<file path="config.mk">
export PLATFORM = sky130hd
export DESIGN_NAME = spi_slave_frame
export DESIGN_NICKNAME = d
export VERILOG_FILES = /design/src/rtl/spi_slave_frame.sv
export SDC_FILE = /design/constraint.sdc
export NUM_CORES = 1
export LEC_CHECK = 0
export CORE_UTILIZATION = 40
export CTS_CLUSTER_SIZE = 16
export DETAILED_ROUTE_END_ITERATION = 8
export PLACE_DENSITY = 0.73
export SETUP_SLACK_MARGIN = 0.05
export SLEW_MARGIN = 40
export SYNTH_ARGS = -nofsm -noshare
export SYNTH_HDL_FRONTEND = slang
export SYNTH_SLANG_ARGS = --single-unit
</file>
<file path="constraint.sdc">
create_clock -name clk -period 5.2 [get_ports clk]
set_input_delay 1.04 -clock clk [delete_from_list [all_inputs] [get_ports clk]]
set_output_delay 1.04 -clock clk [all_outputs]
set_load 0.02 [all_outputs]
</file>
<file path="src/rtl/spi_slave_frame.sv">
// SPI slave, all four CPOL/CPHA modes, full-duplex DATA_BYTES-wide words in the fabric clock domain.
// Inputs are synchronised and edge-detected. Frames run back-to-back while CS stays low.
module spi_slave_frame #(
    parameter int DATA_BYTES  = 4,
    parameter int CPOL        = 0,
    parameter int CPHA        = 0,
    parameter int SYNC_STAGES = 2,
    parameter int MSB_FIRST   = 1
) (
    input  logic                      clk,
    input  logic                      reset,
    input  logic                      spi_clk,
    input  logic                      spi_mosi,
    input  logic                      spi_cs_n,
    output logic                      spi_miso,
    output logic                      spi_miso_oe,
    input  logic [8*DATA_BYTES-1:0]   tx_data,
    input  logic                      tx_load,
    output logic                      tx_ready,
    output logic [8*DATA_BYTES-1:0]   rx_data,
    output logic                      rx_valid,
    output logic [7:0]                rx_byte,
    output logic                      rx_byte_valid,
    output logic                      frame_active,
    output logic                      frame_error
);
    localparam int   W           = 8 * DATA_BYTES;
    localparam int   CW          = $clog2(W + 1);
    localparam logic SCLK_IDLE   = (CPOL != 0) ? 1'b1 : 1'b0;
    localparam bit   SAMPLE_RISE = (CPOL == CPHA);

    typedef enum logic {ST_IDLE, ST_ACTIVE} state_e;

    logic [SYNC_STAGES-1:0] sclk_sync_q, cs_sync_q, mosi_sync_q, flush_q;
    logic                   sclk_prev_q, cs_prev_q, armed_q, armed_d;
    logic                   sclk_last, cs_last, mosi_last;
    logic                   sclk_rise, sclk_fall, sample_edge, shift_edge, cs_fall, cs_rise;

    state_e                 state_q, state_d;
    logic [CW-1:0]          bit_cnt_q, bit_cnt_d, cnt_next;
    logic [W-1:0]           shift_rx_q, shift_rx_d, shift_tx_q, shift_tx_d, holding_q, holding_d;
    logic [W-1:0]           rx_data_q, rx_data_d;
    logic [7:0]             rx_byte_q, rx_byte_d, byte_now;
    logic                   tx_ready_q, tx_ready_d, byte_pend_q, byte_pend_d, word_pend_q, word_pend_d;
    logic                   rx_valid_q, rx_valid_d, rx_byte_valid_q, rx_byte_valid_d;
    logic                   frame_error_q, frame_error_d, tx_bit, reload;

    // Synchronisers come out of reset at the bus idle levels, so no edge is seen on release.
    always_ff @(posedge clk or posedge reset) begin
        if (reset) begin
            sclk_sync_q <= {SYNC_STAGES{SCLK_IDLE}};
            cs_sync_q   <= '1;
            mosi_sync_q <= '0;
            flush_q     <= '0;
            sclk_prev_q <= SCLK_IDLE;
            cs_prev_q   <= 1'b1;
        end else begin
            sclk_sync_q <= {sclk_sync_q[SYNC_STAGES-2:0], spi_clk};
            cs_sync_q   <= {cs_sync_q[SYNC_STAGES-2:0], spi_cs_n};
            mosi_sync_q <= {mosi_sync_q[SYNC_STAGES-2:0], spi_mosi};
            flush_q     <= {flush_q[SYNC_STAGES-2:0], 1'b1};
            sclk_prev_q <= sclk_sync_q[SYNC_STAGES-1];
            cs_prev_q   <= cs_sync_q[SYNC_STAGES-1];
        end
    end

    assign sclk_last   = sclk_sync_q[SYNC_STAGES-1];
    assign cs_last     = cs_sync_q[SYNC_STAGES-1];
    assign mosi_last   = mosi_sync_q[SYNC_STAGES-1];
    assign sclk_rise   = sclk_last & ~sclk_prev_q;
    assign sclk_fall   = ~sclk_last & sclk_prev_q;
    assign sample_edge = SAMPLE_RISE ? sclk_rise : sclk_fall;
    assign shift_edge  = SAMPLE_RISE ? sclk_fall : sclk_rise;
    // A fall only counts once CS has really been seen high after the synchroniser flushed.
    assign cs_fall     = armed_q & cs_prev_q & ~cs_last;
    assign cs_rise     = cs_last & ~cs_prev_q;
    assign cnt_next    = bit_cnt_q + CW'(1);
    assign tx_bit      = (MSB_FIRST != 0) ? shift_tx_q[W-1] : shift_tx_q[0];
    assign byte_now    = (MSB_FIRST != 0) ? shift_rx_q[7:0] : shift_rx_q[W-1 -: 8];

    always_comb begin
        // NOTE: every target gets a default first so no path leaves a latch behind.
        state_d         = state_q;
        armed_d         = armed_q | (flush_q[SYNC_STAGES-1] & cs_last);
        bit_cnt_d       = bit_cnt_q;
        shift_rx_d      = shift_rx_q;
        shift_tx_d      = shift_tx_q;
        holding_d       = holding_q;
        tx_ready_d      = tx_ready_q;
        byte_pend_d     = 1'b0;
        word_pend_d     = 1'b0;
        frame_error_d   = 1'b0;
        rx_byte_d       = byte_pend_q ? byte_now : rx_byte_q;
        rx_byte_valid_d = byte_pend_q;
        rx_data_d       = word_pend_q ? shift_rx_q : rx_data_q;
        rx_valid_d      = word_pend_q;
        reload          = 1'b0;

        if (tx_load) begin
            holding_d  = tx_data;
            tx_ready_d = 1'b0;
        end

        case (state_q)
            ST_IDLE: begin
                if (cs_fall) begin
                    state_d   = ST_ACTIVE;
                    bit_cnt_d = '0;
                    reload    = 1'b1;
                end
            end
            ST_ACTIVE: begin
                if (cs_rise) begin
                    state_d       = ST_IDLE;
                    frame_error_d = (bit_cnt_q != '0);
                    bit_cnt_d     = '0;
                end else if (sample_edge) begin
                    shift_rx_d  = (MSB_FIRST != 0) ? {shift_rx_q[W-2:0], mosi_last}
                                                   : {mosi_last, shift_rx_q[W-1:1]};
                    byte_pend_d = (cnt_next[2:0] == 3'd0);
                    if (cnt_next == CW'(W)) begin
                        bit_cnt_d   = '0;
                        word_pend_d = 1'b1;
                        reload      = 1'b1;
                    end else begin
                        bit_cnt_d = cnt_next;
                    end
                end else if (shift_edge && bit_cnt_q != '0) begin
                    // At bit_cnt 0 the freshly loaded bit 0 must stay on the line.
                    shift_tx_d = (MSB_FIRST != 0) ? {shift_tx_q[W-2:0], 1'b0}
                                                  : {1'b0, shift_tx_q[W-1:1]};
                end
            end
            default: state_d = ST_IDLE;
        endcase

        if (reload) begin
            shift_tx_d = tx_load ? tx_data : holding_q;
            tx_ready_d = 1'b1;
        end
    end

    // NOTE: sequential state uses non-blocking assignments only; the holding register is reset too.
    always_ff @(posedge clk or posedge reset) begin
        if (reset) begin
            state_q         <= ST_IDLE;
            armed_q         <= 1'b0;
            bit_cnt_q       <= '0;
            shift_rx_q      <= '0;
            shift_tx_q      <= '0;
            holding_q       <= '0;
            tx_ready_q      <= 1'b1;
            byte_pend_q     <= 1'b0;
            word_pend_q     <= 1'b0;
            rx_byte_q       <= '0;
            rx_byte_valid_q <= 1'b0;
            rx_data_q       <= '0;
            rx_valid_q      <= 1'b0;
            frame_error_q   <= 1'b0;
        end else begin
            state_q         <= state_d;
            armed_q         <= armed_d;
            bit_cnt_q       <= bit_cnt_d;
            shift_rx_q      <= shift_rx_d;
            shift_tx_q      <= shift_tx_d;
            holding_q       <= holding_d;
            tx_ready_q      <= tx_ready_d;
            byte_pend_q     <= byte_pend_d;
            word_pend_q     <= word_pend_d;
            rx_byte_q       <= rx_byte_d;
            rx_byte_valid_q <= rx_byte_valid_d;
            rx_data_q       <= rx_data_d;
            rx_valid_q      <= rx_valid_d;
            frame_error_q   <= frame_error_d;
        end
    end

    assign frame_active  = (state_q == ST_ACTIVE);
    assign spi_miso_oe   = frame_active;
    assign spi_miso      = frame_active & tx_bit;
    assign tx_ready      = tx_ready_q;
    assign rx_data       = rx_data_q;
    assign rx_valid      = rx_valid_q;
    assign rx_byte       = rx_byte_q;
    assign rx_byte_valid = rx_byte_valid_q;
    assign frame_error   = frame_error_q;
endmodule

</file>
# Word level (Yosys, flattened, before mapping)
# Cells that the tools add are included.
# totals
register_bits	160
latch_bits	0
mem_bits_rw	0
romBits	0
inputBits	38
output_inout_bits	47
word_cells	75
n_memories	0
# classes
n_addsub	1
mul	0
n_div	0
order_cmp	0
n_eq_ne	5
n_shift	0
mux	26
n_bitwise	14
reduce_logical	9
# ops
cell	n
$mux W32	6
$mux W6	4
$mux W1	13
$pmux W6 S2	1
$and A1 B1 Y1	7
$add A6 B1 Y6 const B	1
$eq A6 B6 Y1 const B	1
$not A1 Y1	6
$reduce_bool A2 Y1	3
$reduce_bool A6 Y1	1
$ne A2 B1 Y1 const B	2
$pmux W1 S2	2
$reduce_and A4 Y1	1
$logic_not A3 Y1	1
$ne A3 B3 Y1 const B	1
$reduce_and A3 Y1	1
$ne A2 B2 Y1 const B	1
$reduce_and A2 Y1	1
$logic_and A1 B1 Y1	1
$or A1 B1 Y1	1

# Longest topological paths before layout
# depth
depth_word	8
ltp_mapped	9
depth_no_buf	7

# Worst setup path after synthesis
# OpenSTA, ideal clock, no wires.
# synth_timing
kind	input -> register
from	input tx_load
to	register shift_tx_q[10]
arrival_time_ns	2.186
required_ns	5.057
slack_ns	2.871
stages	5
path_cell_list	clkbuf_1 -> clkbuf_1 -> mux2_2 -> o22ai_1 -> a2bb2oi_2
# synth_via
elab_chain_len	2
# synth_lines
element	line_no	text
start, declared	18	input logic tx_load,
$mux W32	n/a	
$mux W32	137	if (reload) begin
end signal, assigned	165	shift_tx_q <= shift_tx_d;
end, declared	41	logic [W-1:0] shift_rx_q, shift_rx_d, shift_tx_q, shift_tx_d, holding_q, holding_d;
# No other way between the ends.
# A chain may end at the register's enable or synchronous reset.

# Worst setup path in the final report
# layout_timing
from	register bit_cnt_q[0]
to	register shift_tx_q[27]
# layout_via
elab_chain_len	8
elab_cells_between_ends	14
classes_between	add/sub (1); eq/ne (3); mux (5); reduce/logical (5)
# layout_lines
element	line_no	text
start, declared	40	logic [CW-1:0] bit_cnt_q, bit_cnt_d, cnt_next;
start signal, assigned	163	bit_cnt_q <= bit_cnt_d;
$add A6 B1 Y6	77	assign cnt_next = bit_cnt_q + CW'(1);
$eq A6 B6 Y1	121	if (cnt_next == CW'(W)) begin
$mux W1	121	
$mux W1	117	end else if (sample_edge) begin
$mux W1	113	if (cs_rise) begin
$pmux W1 S2	104	case (state_q)
$ne A2 B1 Y1 (no source line) / $reduce_bool A2 Y1 (equally long branches)	n/a	
$reduce_and A4 Y1 (no source line)	n/a	
# Parallel ways exist; a longest one is shown, timed or not.

==> metrics.md <==
| Metric | Value |
|---|---|
| Worst Setup End Kind | register |
| Netlist cell types | 33 |
| Most common cell after layout, fill and taps aside | dfrtp_1 |
| Crit path max fanout | 34 |
| Worst path required time | 5540 ps |
| Status | finished, final reports clean |
| Lkg Pwr | 3.626 nW |
| Hold worst-path end | sclk_sync_q[1]$_DFF_PP0_ |
| Row count | 45 |
| Die Area | 16440 µm² |
| Max IR drop VDD | 0.2136 mV |
| TritonCTS clock tree | built |
| Die width | 128.2 µm |
| I/O Buffers | 84 |
| Crit path from | bit_cnt_q[0]$_DFFE_PP0P_ |
| HPWL after DPL | 7606 µm |
| Initial Utilization | 41.46% |
| Area of the core | 15370 µm² |
| P per Cell Area | 404.7 nW/µm² |
| Nets | 610 |
| Num CTS Buffers | 17 |
| Area contributors post-synth | dfrtp_1 61%, mux2_2 13%, a2bb2oi_2 6.8% |
| Filler Cells Inserted | 1284 |
| R2R Path Start | bit_cnt_q[0]$_DFFE_PP0P_ |
| # Post-CTS Setup Buffers | 0 |
| MaxCap Viol Count | 0 |
| Endpoints failing hold | 0 |
| 1st-pass router iterations | 5 |
| Cells after Synth | 489 |
| Avg Cell Area, Syn | 13.03 µm² |
| Residual DRC | 0 |
| CTS root buffer | clkbuf_16 |
| Max-slew headroom | 53.48% |
| Total number of yosys warnings | 0 |
| Clk_lat worst skew | 420 ps |
| Worst Reg-to-Reg Cells | 10 |
| Routed via count | 4030 |
| Synth Cell Area | 6372 µm² |
| Setup crit start kind | register |
| Syn_nets | 530 |
| Top Ports | 85 |
| Number of global-route vias before repair | 4180 |
| Fmax | 338.5 MHz |
| Initial antenna violation count | 0 |
| Final period util | 56.81% |
| Area leader, netlist | dfrtp_1 |
| Clock Path Buffers | 2 |
| Final Max Slew Viols | 0 |
| RSZ-0062 raised after global routing | false |
| Worst reg2reg path endpoint | shift_tx_q[27]$_DFFE_PP0P_ |
| # diodes | 0 |
| Post-synth top area share | 61.26% |
| Via-to-Cell Ratio | 5.082 |
| # setup viols final | 0 |
| CP Class | reg2reg |
| H-tree depth | 4 |
| Layout cell share with drive strength beyond 1 | 25.95% |
| Reg clk slew, reported paths | 60 ps |
| 1st-iter DRT viols | 226 |
| Grt ovf | 0 |
| Post-layout min period | 2954 ps |
| CTS Hold Bufs | 0 |
| Actual slew at the worst max-slew pin | 697.8 ps |
| Area of the multi-input gates | 2191 µm² |
| All-Layer GR Usage | 16.24% |
| Area grow syn2layout | 26.55% |
| Routed Antenna Nets | 0 |
| Setup TNS | 0 ps |
| Clock skew | 11.93 ps |
| Sequential-to-total area share from yosys stat | 62.91% |
| DP Worst Slack | 1886 ps |
| Post-cts resize count | 0 |
| Die height | 128.2 µm |
| Fin worst setup slack | 2246 ps |
| GP Congestion | 0.7075 |
| First-pass GRT wire length | 20640 µm |
| Hold Path Origin | sclk_sync_q[0]$_DFF_PP0_ |
| DR WL/cell | 15.74 µm |
| Register bit total from synthesis | 160 |
| Reg2Reg Setup Slack | 2250 ps |
| CTS Sinks | 160 |
| HP Class | reg2reg |
| Largest net degree at the start of global routing | 161 |
| Worst Path Arrival | 3290 ps |
| Hold Path Depth | 0 |
| Most frequent cells in the layout | 156 x dfrtp_1, 104 x nand2_1, 83 x clkdlybuf4s50_1 |
| Register cell area after layout | 4009 µm² |
| Final wirelength | 12480 µm |
[cell type report]
class	count	area share, %
clock inverters	14	2.234
clock buffers	18	5.446
well taps	211	3.274
inverters	7	0.3724
repair buffers	93	11.79
multi-input cells	290	27.17
flip-flops and latches	160	49.71
[metal layers]
metal	global-route usage [%]	vias up	wire, µm
met5	0	-	0
met4	5.744	0	140
met3	5.175	13	724
met2	26.71	97	6186
met1	20.09	2068	5433
li1	-	1852	-
[critical path, stage by stage, from the launching register on]
cell and delay (ps):
dfrtp_1 450, ha_1 310, xnor2_1 200, nand2_1 120
a211o_1 330, o22a_1 180, buf_4 260, a21boi_4 470
buf_8 240, buf_8 180, a2bb2oi_2 130
[synth_stat cells (all sizes together)]
cell type  count
dfrtp        156
nand2        105
mux2          72
a2bb2oi       32
o22ai         32
clkbuf        23
o21ai         10
buf            9
nor2           9
inv            7
dfstp          4
nand3          4
ha             3
nor2b          3
a21o           2
and3           2
xnor2          2
xor2           2
a211o          1
a21boi         1
a21oi          1
a22o           1
and2           1
conb           1
nand2b         1
nand4          1
nand4b         1
o22a           1
or2            1
or3            1
[flip-flops by register name, summed over array words and instances, names as in the netlist]
name,cells
rx_data,32
flush_q,2
byte_pend_q,1
tx_ready,1
cs_sync_q,2
rx_valid_d,1
holding_q,32
sclk_sync_q,2
mosi_sync_q,2
cs_prev_q,1
sclk_prev_q,1
rx_byte_valid,1
shift_rx_q,32
rx_valid,1
frame_active,1
armed_q,1
bit_cnt_q,6
rx_byte,8
frame_error,1
shift_tx_q,32
[cell families (layout without fill, tap and decap cells)]
family / Yosys count / count (layout) / synth area share [%]
AND/OR/NAND/NOR: 129 / 129 / 8.149
AO/OA/AOI/OAI: 81 / 81 / 12.19
other: 1 / 1 / 0.05885
multiplexers: 72 / 72 / 12.72
buffers and inverters: 39 / 132 / 2.827
flip-flops: 160 / 160 / 62.91
adder cells (fa/ha/maj): 3 / 3 / 0.5891
XOR/XNOR: 4 / 4 / 0.5499
[worst max path at each step]
stage	slack (ps)	to	cells past startpoint
after floorplan	2130	armed_q$_DFF_PP0_	1
after global placement	1990	shift_tx_q[21]$_DFFE_PP0P_	5
after detailed placement	1890	shift_tx_q[25]$_DFFE_PP0P_	5
after CTS	2250	shift_tx_q[27]$_DFFE_PP0P_	10
after global routing	2110	shift_tx_q[27]$_DFFE_PP0P_	10
final	2250	shift_tx_q[27]$_DFFE_PP0P_	10
[metrics by stage]
stage | instances | area, µm² | power [mW] | hold slack (ps) | utilization (%)
6_report | 793 | 8064 | 3.263 | 347.0 | 52.46
5_1_grt | 793 | 8064 | 3.403 | 364.6 | 52.46
2_1_floorplan | 489 | 6376 | 1.870 | 331.2 | -
4_1_cts | 792 | 8041 | 3.304 | 351.2 | 52.32
3_3_place_gp | 758 | 7387 | 1.967 | 332.0 | 48.06
3_5_place_dp | 760 | 7422 | 2.001 | 335.8 | 48.29
[report_power, final]
| part | internal, mW | switching, mW | leakage (nW) | total, mW |
|---|---|---|---|---|
| clock network | 0.776 | 0.511 | 0.291 | 1.29 |
| logic | 0.257 | 0.168 | 1.31 | 0.425 |
| registers | 1.42 | 0.129 | 2.03 | 1.55 |
No activity file was read; power rests on OpenSTA's default activity.
